===== src/rtl/cpu_pkg.sv =====
// Shared definitions for the 8-bit accumulator CPU: opcodes, HLT encoding,
// controller state encoding and accumulator source select codes.
package cpu_pkg;

    localparam logic [2:0] OP_NOP  = 3'b000;
    localparam logic [2:0] OP_LDI  = 3'b001;
    localparam logic [2:0] OP_ADDI = 3'b010;
    localparam logic [2:0] OP_SUBI = 3'b011;
    localparam logic [2:0] OP_LDA  = 3'b100;
    localparam logic [2:0] OP_STA  = 3'b101;
    localparam logic [2:0] OP_JMP  = 3'b110;
    localparam logic [2:0] OP_JZ   = 3'b111;

    // HLT lives in the NOP opcode space
    localparam logic [7:0] HLT = 8'b0001_1111;

    localparam logic [1:0] ACC_SRC_IMM = 2'b00;
    localparam logic [1:0] ACC_SRC_ALU = 2'b01;
    localparam logic [1:0] ACC_SRC_MEM = 2'b10;

    typedef enum logic [2:0] {
        S_IDLE  = 3'd0,
        S_FETCH = 3'd1,
        S_EXEC  = 3'd2,
        S_MEM   = 3'd3,
        S_HALT  = 3'd4
    } state_t;

    function automatic logic is_hlt(input logic [7:0] instr);
        return instr == HLT;
    endfunction

endpackage


===== src/rtl/cpu_ctrl_wdt.sv =====
// Memory-wait watchdog: counts cycles while enabled, flags expiry once the
// count reaches TIMEOUT.
module cpu_ctrl_wdt #(
    parameter int TIMEOUT = 15
) (
    input  logic clk,
    input  logic reset,
    input  logic clr,
    input  logic en,
    output logic expired
);

    localparam logic [7:0] LIMIT = 8'(TIMEOUT);

    logic [7:0] count;

    // Saturates so a stuck enable can never wrap back below the limit
    always_ff @(posedge clk) begin
        if (reset || clr) begin
            count <= 8'd0;
        end else if (en && count != 8'hFF) begin
            count <= count + 8'd1;
        end
    end

    assign expired = count >= LIMIT;

endmodule


===== src/rtl/cpu_ctrl.sv =====
// Multi-cycle control sequencer for the accumulator CPU: fetch/exec/mem FSM,
// run/step gating, HLT handling and memory-wait watchdog.
module cpu_ctrl #(
    parameter int TIMEOUT = 15
) (
    input  logic       clk,
    input  logic       reset,
    input  logic       run,
    input  logic       step,
    input  logic [7:0] ir,
    input  logic       acc_zero,
    input  logic       mem_ready,
    output logic       mem_req,
    output logic       mem_we,
    output logic       addr_sel,
    output logic       ir_load,
    output logic       pc_inc,
    output logic       pc_load,
    output logic       acc_load,
    output logic [1:0] acc_src,
    output logic       alu_op,
    output logic       instr_done,
    output logic       halted,
    output logic       bus_err,
    output logic [2:0] state_o
);
    import cpu_pkg::*;

    state_t     state, next_state;
    logic       step_mode;
    logic       halted_q, bus_err_q;
    logic       in_mem_phase, wdt_expired, timeout_hit, halt_now;
    logic [2:0] opcode;
    state_t     retire_state;

    assign opcode       = ir[7:5];
    assign in_mem_phase = (state == S_FETCH) || (state == S_MEM);
    assign timeout_hit  = in_mem_phase && !mem_ready && wdt_expired;
    assign halt_now     = ((state == S_EXEC) && is_hlt(ir)) || timeout_hit;
    assign retire_state = (run && !step_mode) ? S_FETCH : S_IDLE;

    // Counter sits at zero outside FETCH/MEM, so entry into either starts fresh
    cpu_ctrl_wdt #(.TIMEOUT(TIMEOUT)) u_wdt (
        .clk     (clk),
        .reset   (reset),
        .clr     (!in_mem_phase || mem_ready),
        .en      (1'b1),
        .expired (wdt_expired)
    );

    always_comb begin
        next_state = state;
        mem_req    = 1'b0;
        mem_we     = 1'b0;
        addr_sel   = 1'b0;
        ir_load    = 1'b0;
        pc_inc     = 1'b0;
        pc_load    = 1'b0;
        acc_load   = 1'b0;
        acc_src    = ACC_SRC_IMM;
        alu_op     = 1'b0;
        instr_done = 1'b0;
        case (state)
            S_IDLE: begin
                if (run || step) next_state = S_FETCH;
            end
            S_FETCH: begin
                mem_req = 1'b1;
                if (mem_ready) begin
                    ir_load    = 1'b1;
                    pc_inc     = 1'b1;
                    next_state = S_EXEC;
                end else if (wdt_expired) begin
                    next_state = S_HALT;
                end
            end
            S_EXEC: begin
                if (is_hlt(ir)) begin
                    instr_done = 1'b1;
                    next_state = S_HALT;
                end else if (opcode == OP_LDA || opcode == OP_STA) begin
                    next_state = S_MEM;
                end else begin
                    instr_done = 1'b1;
                    next_state = retire_state;
                    case (opcode)
                        OP_LDI:  acc_load = 1'b1;
                        OP_ADDI: begin
                            acc_load = 1'b1;
                            acc_src  = ACC_SRC_ALU;
                        end
                        OP_SUBI: begin
                            acc_load = 1'b1;
                            acc_src  = ACC_SRC_ALU;
                            alu_op   = 1'b1;
                        end
                        OP_JMP:  pc_load = 1'b1;
                        OP_JZ:   pc_load = acc_zero;
                        default: ;
                    endcase
                end
            end
            S_MEM: begin
                mem_req  = 1'b1;
                addr_sel = 1'b1;
                mem_we   = (opcode == OP_STA);
                if (mem_ready) begin
                    if (opcode == OP_LDA) begin
                        acc_load = 1'b1;
                        acc_src  = ACC_SRC_MEM;
                    end
                    instr_done = 1'b1;
                    next_state = retire_state;
                end else if (wdt_expired) begin
                    next_state = S_HALT;
                end
            end
            S_HALT:  next_state = S_HALT;
            default: next_state = S_IDLE;
        endcase
    end

    // step_mode is captured only when leaving IDLE, so step pulses elsewhere do nothing
    always_ff @(posedge clk) begin
        if (reset) begin
            state     <= S_IDLE;
            step_mode <= 1'b0;
            halted_q  <= 1'b0;
            bus_err_q <= 1'b0;
        end else begin
            state <= next_state;
            if (state == S_IDLE && (run || step)) step_mode <= !run;
            if (halt_now) halted_q <= 1'b1;
            if (timeout_hit) bus_err_q <= 1'b1;
        end
    end

    assign halted  = halted_q || halt_now;
    assign bus_err = bus_err_q || timeout_hit;
    assign state_o = state;

endmodule


===== config.mk =====
export PLATFORM = sky130hd
export DESIGN_NAME = cpu_ctrl
export DESIGN_NICKNAME = d
export VERILOG_FILES = /design/src/rtl/cpu_pkg.sv /design/src/rtl/cpu_ctrl_wdt.sv /design/src/rtl/cpu_ctrl.sv
export SDC_FILE = /design/constraint.sdc
export NUM_CORES = 1
export LEC_CHECK = 0
export CAP_MARGIN = 20
export CORE_MARGIN = 2
export CORE_UTILIZATION = 43
export CTS_CLUSTER_SIZE = 30
export DETAILED_ROUTE_END_ITERATION = 8
export GPL_ROUTABILITY_DRIVEN = 0
export GPL_TIMING_DRIVEN = 0
export HOLD_SLACK_MARGIN = 0.03
export PLACE_DENSITY = 0.77
export SETUP_SLACK_MARGIN = 0.05
export SKIP_CTS_REPAIR_TIMING = 1
export SLEW_MARGIN = 30
export SYNTH_ARGS = -nofsm -noshare
export SYNTH_HDL_FRONTEND = slang
export SYNTH_SLANG_ARGS = --single-unit

===== constraint.sdc =====
create_clock -name clk -period 1.85 [get_ports clk]
set_input_delay 0.2775 -clock clk [delete_from_list [all_inputs] [get_ports clk]]
set_output_delay 0.2775 -clock clk [all_outputs]
set_load 0.02 [all_outputs]

======== Yosys cells after proc, flatten, opt, wreduce, memory -nomap -nowiden ========
Index checks and enable logic that the tools add are counted.
storage, ports and cells
  bits in registers ....................... 14
  bits of input ports ..................... 14
  output and inout bits ................... 16
  logic and storage cells ................. 78
cells by class
  add/sub/neg operators ................... 1
  magnitude comparators ................... 1
  equal/unequal tests ..................... 14
  mux-type cells .......................... 36
  reduce and logical (&&, ||, !) cells .... 21
operator list
  cell                                                               count
  two-way mux 1 bit                                                  23
  == test 3 bit, second input constant                               5
  two-way mux 3 bit                                                  5
  one-hot mux 3 bit (5 select lines)                                 1
  == test 3 x 2 -> 1 bit, second input constant                      4
  adder 8 x 1 -> 8 bit, second input constant                        1
  == test 8 x 5 -> 1 bit, second input constant                      1
  greater-or-equal comparator 8 x 4 -> 1 bit, second input constant  1
  logical OR 1 bit                                                   8
  inequality test 8 bit, second input constant                       1
  == test 3 x 1 -> 1 bit, second input constant                      2
  two-way mux 2 bit                                                  3
  one-hot mux 1 bit (2 select lines)                                 3
  logical AND 1 bit                                                  5
  zero test 1 bit                                                    4
  one-hot mux 2 bit (2 select lines)                                 1
  OR reduction 2 bit                                                 2
  zero test 3 bit                                                    1
  OR reduction 3 bit                                                 1
  inequality test 2 bit, second input constant                       1

======== Depth between registers and ports, before layout ========
Gate-level depths: netlist of run 1.
  depth after elaboration ................. 6
  mapped depth ............................ 5
  mapped depth without buffers ............ 5

======== By module ========
Synthesis of run 1 repeated with hierarchy kept, for this count alone.
second synthesis, totals
  cell total of the unflattened synthesis .. 107
  area, all modules ....................... 899.6 µm²
modules (own cells, without submodules)
  module        times used  cells an instance  area an instance (µm²)  sequential area each (µm²)
  cpu_ctrl_wdt  1           50                 457.9                   160.2
  cpu_ctrl      1           57                 441.7                   120.1

======== Worst setup path before layout of run 1 ========
Ideal clock, no wire load.
  path kind ............................... register -> output
  start point ............................. reg state[0], in the netlist state_o[0]
  end point ............................... out mem_we
  arrival ................................. 1.730 ns
  data required time ...................... 1.572 ns
  path slack .............................. -0.157 ns
  cell stages (with the launch flop) ...... 4
  buffers on the path ..................... 0
  cell sequence ........................... dfxtp_1 -> nor2b_1 -> and3_1 -> nor3b_1
between the ends
  cells in the longest elaborated chain, start to end .. 2
ends and longest elaborated chain
  element                 line             text
  start, declared         cpu_ctrl.sv:29   state_t state, next_state;
  start signal, assigned  cpu_ctrl.sv:131  state <= next_state;
  == test 3 x 2 -> 1 bit  cpu_ctrl.sv:63   case (state)
  two-way mux 1 bit       cpu_ctrl.sv:63
  end, declared           cpu_ctrl.sv:14   output logic mem_we,
Every way passes these cells.

======== Worst setup path after layout of run 1 ========
  start point ............................. reg state[2], in the netlist state_o[2]
  end point ............................... out bus_err
between the ends
  cells in the longest elaborated chain, start to end .. 5
  elaborated cells on any way between the ends .. 6
  classes of those cells .................. eq/ne: 2; reduce/logical: 4
ends and longest elaborated chain
  element                                                           line             text
  == test 3 x 1 -> 1 bit or == test 3 x 2 -> 1 bit (tied branches)  cpu_ctrl.sv:37   assign in_mem_phase = (state == S_FETCH) || (state == S_MEM);
  logical OR 1 bit (*)                                              cpu_ctrl.sv:37
  logical AND 1 bit (*) (2 in a row)                                cpu_ctrl.sv:38   assign timeout_hit = in_mem_phase && !mem_ready && wdt_expired;
  logical OR 1 bit (*)                                              cpu_ctrl.sv:139  assign bus_err = bus_err_q || timeout_hit;
  end, declared                                                     cpu_ctrl.sv:24   output logic bus_err,
Every way passes the cells marked *; elsewhere a longest branch is shown, timed or not.

==> reports/summary.log, run 1 <==
qor: layout.final.fill_count 135
qor: worst_setup_path.worst-path-max-fanout 7
qor: floorplan.rows 15
qor: synth.synthCells 101
qor: sta.maximum_operating_frequency 530.6 MHz
qor: grt.number_of_antenna_violations_at_the_first_check_in_global_routing 0
qor: synth.postSynthNetCount 116
qor: layout.antenna_cells_inserted 0
qor: clocking.clk_latency 0.29 ns
qor: synth.synth_compound_area_frac 0.1584
qor: grt.pin_count_of_the_biggest_net_entering_global_routing 11
qor: layout.layout-drive-gt1-share 0.3147
qor: status.violations negative setup slack
qor: grt.grt_pass1_vias 843
qor: synth.ys.warnings.count 0
qor: worst_setup_path.critical_path_required 1.57 ns
qor: route.detail_route.wirelength 2.470 mm
qor: power.switching_power 0.1879 mW
qor: synth.synth-seq-area-share 0.3379
qor: power.power.share.clock 0.322
qor: synth.synth-async-reset-ratio 0
qor: synth.synthesis.area 829.5 sq um
qor: synth.synth_xor_area_frac 0.02112
qor: sta.finalHoldViolations 0
qor: sta.worst_slack_on_hold_paths 0.5479 ns
qor: synth.ys_ff_latch 14
qor: sta.finalMaxSlewViolations 0
qor: route.route.detailed.drc 0
qor: run.maxCapViolations 0
qor: route.detailroute.via_count 943
qor: worst_setup_path.cp_data_arrival_time 1.61 ns
qor: route.detail-route-antenna-nets 0
qor: clocking.total_cts_buffers 3
qor: route.post_drt_via_cell_ratio 5.613
qor: clocking.cts_tree built
qor: clocking.cts.sinks 14
qor: synth.synth_top_family_by_area simple AND/OR/NAND/NOR gates
qor: min_path.min_path_cells 2
qor: layout.most_common_cell_after_layout_fill_and_taps_aside nor2_1
qor: synth.fraction_of_synthesized_area_in_multiplexers 0.01207
qor: min_path.hold_path_startpoint step_mode$_SDFFE_PP0P_
qor: worst_setup_path.worst_r2r_path_depth 5
qor: route.drt_iter0_drc 20
qor: sta.share_of_the_clock_period_used_by_the_worst_path_after_layout 1.019
qor: placement.place.detailed.instances 155
qor: worst_setup_path.worstSetupPathType reg2out
qor: placement.io_buffers 29
qor: worst_setup_path.critPathCaptureType output pin
qor: sta.max_slew.worst_pin.slew 0.3877 ns
qor: layout.layout.area.seq 290.3 sq um
qor: power.cellPowerDensity 519.2 nW/um^2
qor: floorplan.initial_core_util 0.4702
qor: grt.grt_overflow_total 0
qor: worst_setup_path.cp-start-kind flip-flop
qor: power.p_sw_frac 0.2664
qor: synth.syn_avg_cell_area 8.213 sq um
qor: power.internal_power 0.5175 mW
qor: power.sequentialPowerShare 0.450
qor: layout.finish.cell_count_without_fillers 168
qor: floorplan.die_height 47.92 um
qor: sta.setup_viol 3
qor: layout.postLayoutCellArea 1359 sq um
qor: placement.half_perimeter_wire_length_of_the_detailed_placement_result 1.657 mm
qor: clocking.clkTransAtPathRegs 0.09 ns
qor: sta.maxSlewHeadroom 0.7396
qor: route.avgRoutedWirePerCell 14.70 um
qor: power.leak_pwr 0.6239 nW
qor: sta.timing.final.crit_period 1.885 ns
qor: placement.placement.setup.worst_slack -0.6623 ns
qor: sta.rsz_0062_raised_after_global_routing yes
qor: layout.most-common-layout-cells nor2_1, clkdlybuf4s50_1, buf_4
qor: synth.ys.flop_type dfxtp_1
qor: synth.adder_cell_fraction_of_synth_area 0.01508
qor: layout.multiInputGateArea 588.1 sq um
qor: power.comb_power_share 0.228
qor: layout.nNetsFinal 159
qor: floorplan.die_w 47.92 um
qor: synth.synth_simple_gate_area_share 0.4133
qor: min_path.hold_class reg2reg
qor: clocking.cts-root-buf clkbuf_4
qor: placement.place_area 1169 sq um
qor: layout.area_delta_synth_final 63.80%
qor: worst_setup_path.rr_endpoint u_wdt.count[1]$_SDFFE_PP0P_
qor: floorplan.area_enclosed_by_the_die_boundary 2296 sq um
qor: floorplan.io_pins 30
qor: clocking.cts_htree_levels 1
qor: sta.skew 0.005154 ns
qor: worst_setup_path.timing.rr.start u_wdt.count[1]$_SDFFE_PP0P_
qor: grt.grt_first_pass_wirelength 3.484 mm
qor: min_path.whs_endpoint step_mode$_SDFFE_PP0P_
qor: synth.ys_types 40
qor: power.worst_voltage_drop_across_the_vdd_grid 365.6 uV
qor: sta.final_critical_path_setup_slack -0.03451 ns
qor: route.first_pass_iters 4
qor: worst_setup_path.r2r_setup_slack 0.26 ns
qor: grt.grtUsageTotal 0.2171
qor: floorplan.core_area 1764 sq um
qor: clocking.ctsLongestPathBuffers 2
qor: synth.synth_edf_count 0
qor: status.run_status complete, but fails checks
-- flip-flops by register name (all words and copies together), names as in the netlist --
signal,flops
u_wdt.count,8
bus_err_q,1
halted_q,1
step_mode,1
state_o,3
-- layer usage --
| metal | GRT usage | share of wire |
|---|---|---|
| met5 | 0 | 0 |
| met3 | 0.07547 | 0.065 |
| met1 | 0.2528 | 0.40 |
| met2 | 0.3600 | 0.51 |
| met4 | 0.09189 | 0.026 |
-- area by class of cell --
cell class	count	area share
inverter	3	0.008287
clock buffer	4	0.02670
buffer	3	0.02486
sequential	14	0.2136
multi-input combinational	81	0.4328
tap	25	0.02302
timing repair buffer	38	0.2707
-- worst max-delay path: stages (launching register included) --
cell and delay, ns:
dfxtp_2 0.34, buf_8 0.13, or3b_4 0.41, a21oi_4 0.16, or2_1 0.16, buf_6 0.12
-- metrics by stage --
stage          utilization  total power, mW  TNS (ns)
2_1_floorplan            -           0.3914         0
3_3_place_gp        0.6624           0.4581    -3.964
3_5_place_dp        0.6624           0.4612    -4.204
4_1_cts             0.6830           0.6821    -6.183
5_1_grt             0.7702           0.7332   -0.2636
6_report            0.7702           0.7054  -0.08847
-- cells by family after synthesis --
kind of cell	after synthesis
simple gates	59
compound gates	18
flops	14
buf+inv	6
xor+xnor	2
mux	1
fa+ha+maj	1
-- worst max path at each step --
stage	slack, ns	from	cells past startpoint	endpoint
finish	-0.03	state_o[2]$_SDFFE_PP0P_	5	bus_err
CTS	-0.78	state_o[1]$_SDFFE_PP0P_	5	pc_load
global route	-0.09	state_o[2]$_SDFFE_PP0P_	5	bus_err
global placement	-0.65	mem_ready	5	halted
floorplan	0.07	state_o[0]$_SDFFE_PP0P_	4	acc_load
detailed placement	-0.66	mem_ready	5	halted
-- synth_stat cells (2+ instances only) --
| cell type | instances | share of area |
|---|---|---|
| a211oi_1 | 4 | 0.036 |
| a21oi_1 | 3 | 0.018 |
| a31oi_1 | 2 | 0.015 |
| and2_1 | 2 | 0.015 |
| and3_1 | 3 | 0.023 |
| dfxtp_1 | 14 | 0.34 |
| inv_1 | 3 | 0.014 |
| nand2_1 | 5 | 0.023 |
| nand2b_1 | 2 | 0.015 |
| nand3_1 | 4 | 0.024 |
| nor2_1 | 15 | 0.068 |
| nor2b_1 | 5 | 0.038 |
| nor3_1 | 5 | 0.030 |
| nor3_2 | 2 | 0.024 |
| nor4_1 | 2 | 0.015 |
| o21ai_0 | 2 | 0.012 |
| or2_1 | 4 | 0.030 |
| xor2_1 | 2 | 0.021 |
-- power by group through the flow --
stage	sequential [mW]	combinational, mW	clock (mW)
after floorplan	0.328	0.0637	0
after global placement	0.325	0.133	0
after detailed placement	0.326	0.135	0
after CTS	0.319	0.136	0.227
after global routing	0.318	0.174	0.241
final	0.317	0.161	0.227
No activity file was read; power rests on OpenSTA's default activity.
==> run 2: changes to the inputs <==
Settings changed: CELL_PAD_IN_SITES_DETAIL_PLACEMENT set to 1, CELL_PAD_IN_SITES_GLOBAL_PLACEMENT set to 2, CORE_ASPECT_RATIO set to 1.75, CORE_UTILIZATION 43 to 24, PLACE_DENSITY 0.77 to not set, PLACE_DENSITY_LB_ADDON set to 0.1.
==> run 2 against run 1 <==
The flow still finishes with violations (negative setup slack); critical path depth rose by 1; combinational power fell by 4%; total power rose by 9.0%; maximum frequency fell by 0.87%; setup slack got worse by 0.017 ns.
==> reports/summary.log, run 2 (synthesis results as in run 1) <==
qor: route.detailroute.via_count 918
qor: run.maxCapViolations 0
qor: floorplan.initial_core_util 0.2492
qor: worst_setup_path.cp-start-kind flip-flop
qor: route.avgRoutedWirePerCell 14.04 um
qor: status.run_status complete, but fails checks
qor: power.worst_voltage_drop_across_the_vdd_grid 279.8 uV
qor: power.switching_power 0.1883 mW
qor: clocking.cts_htree_levels 1
qor: min_path.hold_class reg2reg
qor: placement.half_perimeter_wire_length_of_the_detailed_placement_result 1.986 mm
qor: floorplan.rows 28
qor: clocking.cts_tree built
qor: grt.pin_count_of_the_biggest_net_entering_global_routing 11
qor: floorplan.die_height 81.78 um
qor: layout.area_delta_synth_final 74.36%
qor: grt.grt_overflow_total 0
qor: sta.maximum_operating_frequency 526.0 MHz
qor: layout.most_common_cell_after_layout_fill_and_taps_aside nor2_1
qor: power.internal_power 0.5807 mW
qor: grt.grt_first_pass_wirelength 4.181 mm
qor: sta.max_slew.worst_pin.slew 0.4171 ns
qor: worst_setup_path.critPathCaptureType output pin
qor: clocking.clk_latency 0.24 ns
qor: floorplan.io_pins 30
qor: power.total_power 0.7691 mW
qor: floorplan.die_w 48.44 um
qor: power.leak_pwr 0.6707 nW
qor: clocking.cts.sinks 14
qor: floorplan.core_area 3328 sq um
qor: power.p_sw_frac 0.2449
qor: clocking.clkTransAtPathRegs 0.06 ns
qor: layout.share_of_the_core_filled_with_cells 0.4346
qor: grt.grtUsageTotal 0.1361
qor: sta.final_critical_path_setup_slack -0.05104 ns
qor: clocking.ctsLongestPathBuffers 2
qor: route.detail-route-antenna-nets 0
qor: floorplan.area_enclosed_by_the_die_boundary 3961 sq um
qor: grt.number_of_antenna_violations_at_the_first_check_in_global_routing 0
qor: power.power.share.clock 0.386
qor: sta.skew 0.006117 ns
qor: power.cellPowerDensity 531.7 nW/um^2
qor: min_path.min_path_cells 2
qor: worst_setup_path.worst-path-max-fanout 7
qor: sta.worst_slack_on_hold_paths 0.5561 ns
qor: layout.postLayoutCellArea 1446 sq um
qor: power.sequentialPowerShare 0.414
qor: clocking.total_cts_buffers 3
qor: layout.most-common-layout-cells nor2_1, clkdlybuf4s50_1, buf_4
qor: route.drt_iter0_drc 6
qor: sta.share_of_the_clock_period_used_by_the_worst_path_after_layout 1.028
qor: placement.place_area 1194 sq um
qor: layout.nNetsFinal 161
qor: sta.finalMaxSlewViolations 0
qor: worst_setup_path.worst_r2r_path_depth 7
qor: worst_setup_path.worstSetupPathType reg2out
qor: worst_setup_path.critical_path_required 1.57 ns
qor: route.route.detailed.drc 0
qor: layout.antenna_cells_inserted 0
qor: worst_setup_path.cp_data_arrival_time 1.62 ns
qor: placement.io_buffers 29
qor: layout.layout-drive-gt1-share 0.3310
qor: layout.largest-register u_wdt.count
qor: sta.maxSlewHeadroom 0.7202
qor: sta.finalHoldViolations 0
qor: layout.largest_reg_flops 8
qor: grt.grt_pass1_vias 955
qor: sta.rsz_0062_raised_after_global_routing yes
qor: route.post_drt_via_cell_ratio 4.832
qor: placement.placement.setup.worst_slack -0.6892 ns
qor: power.comb_power_share 0.200
qor: route.detail_route.wirelength 2.667 mm
qor: sta.setup_viol 2
qor: route.first_pass_iters 6
qor: sta.timing.final.crit_period 1.901 ns
qor: status.violations negative setup slack
qor: clocking.cts-root-buf clkbuf_8
-- run 2: final timing paths --
path,from,end,slack [ns]
hold / removal,step_mode$_SDFFE_PP0P_,step_mode$_SDFFE_PP0P_,0.56
hold reg to reg,step_mode$_SDFFE_PP0P_,step_mode$_SDFFE_PP0P_,0.56
setup reg to reg,state_o[2]$_SDFFE_PP0P_,u_wdt.count[7]$_SDFFE_PP0P_,0.15
setup / recovery,state_o[2]$_SDFFE_PP0P_,halted,-0.05
-- run 2: layout make-up --
| class | instances | area [sq um] |
|---|---|---|
| plain buffers | 3 | 30.03 |
| clock buffers | 4 | 55.05 |
| fillers | 404 | 1882 |
| inverters | 3 | 11.26 |
| multi-input cells | 81 | 613.1 |
| flip-flops and latches | 14 | 290.3 |
| well taps | 45 | 56.30 |
| repair buffers | 40 | 390.4 |
-- run 2: critical path: stages, from the launching register on --
cell and delay (ns):
dfxtp_2 0.32, buf_6 0.13, buf_6 0.11, or3b_4 0.38, a21oi_4 0.15, a211o_1 0.15
buf_6 0.12
-- run 2: power groups by stage --
stage	Sequential, mW	Clock [mW]	Combinational [mW]
6_report	0.318	0.297	0.154
5_1_grt	0.319	0.327	0.167
4_1_cts	0.320	0.304	0.139
3_5_place_dp	0.327	0	0.138
3_3_place_gp	0.326	0	0.137
2_1_floorplan	0.328	0	0.0637
-- run 2: metrics by stage --
stage               std cells  setup TNS, ns
floorplan                 101              0
global placement          175         -4.573
detailed placement        175         -4.818
CTS                       179         -6.358
global route              190        -0.1768
finish                    190       -0.08024
-- run 2: layer usage --
metal | part of all wire | vias to the layer above | global-route usage
li1 | - | 455 | -
met1 | 0.33 | 438 | 0.1307
met2 | 0.62 | 23 | 0.2806
met3 | 0.036 | 2 | 0.01636
met4 | 0.0086 | 0 | 0.06857
met5 | 0 | - | 0
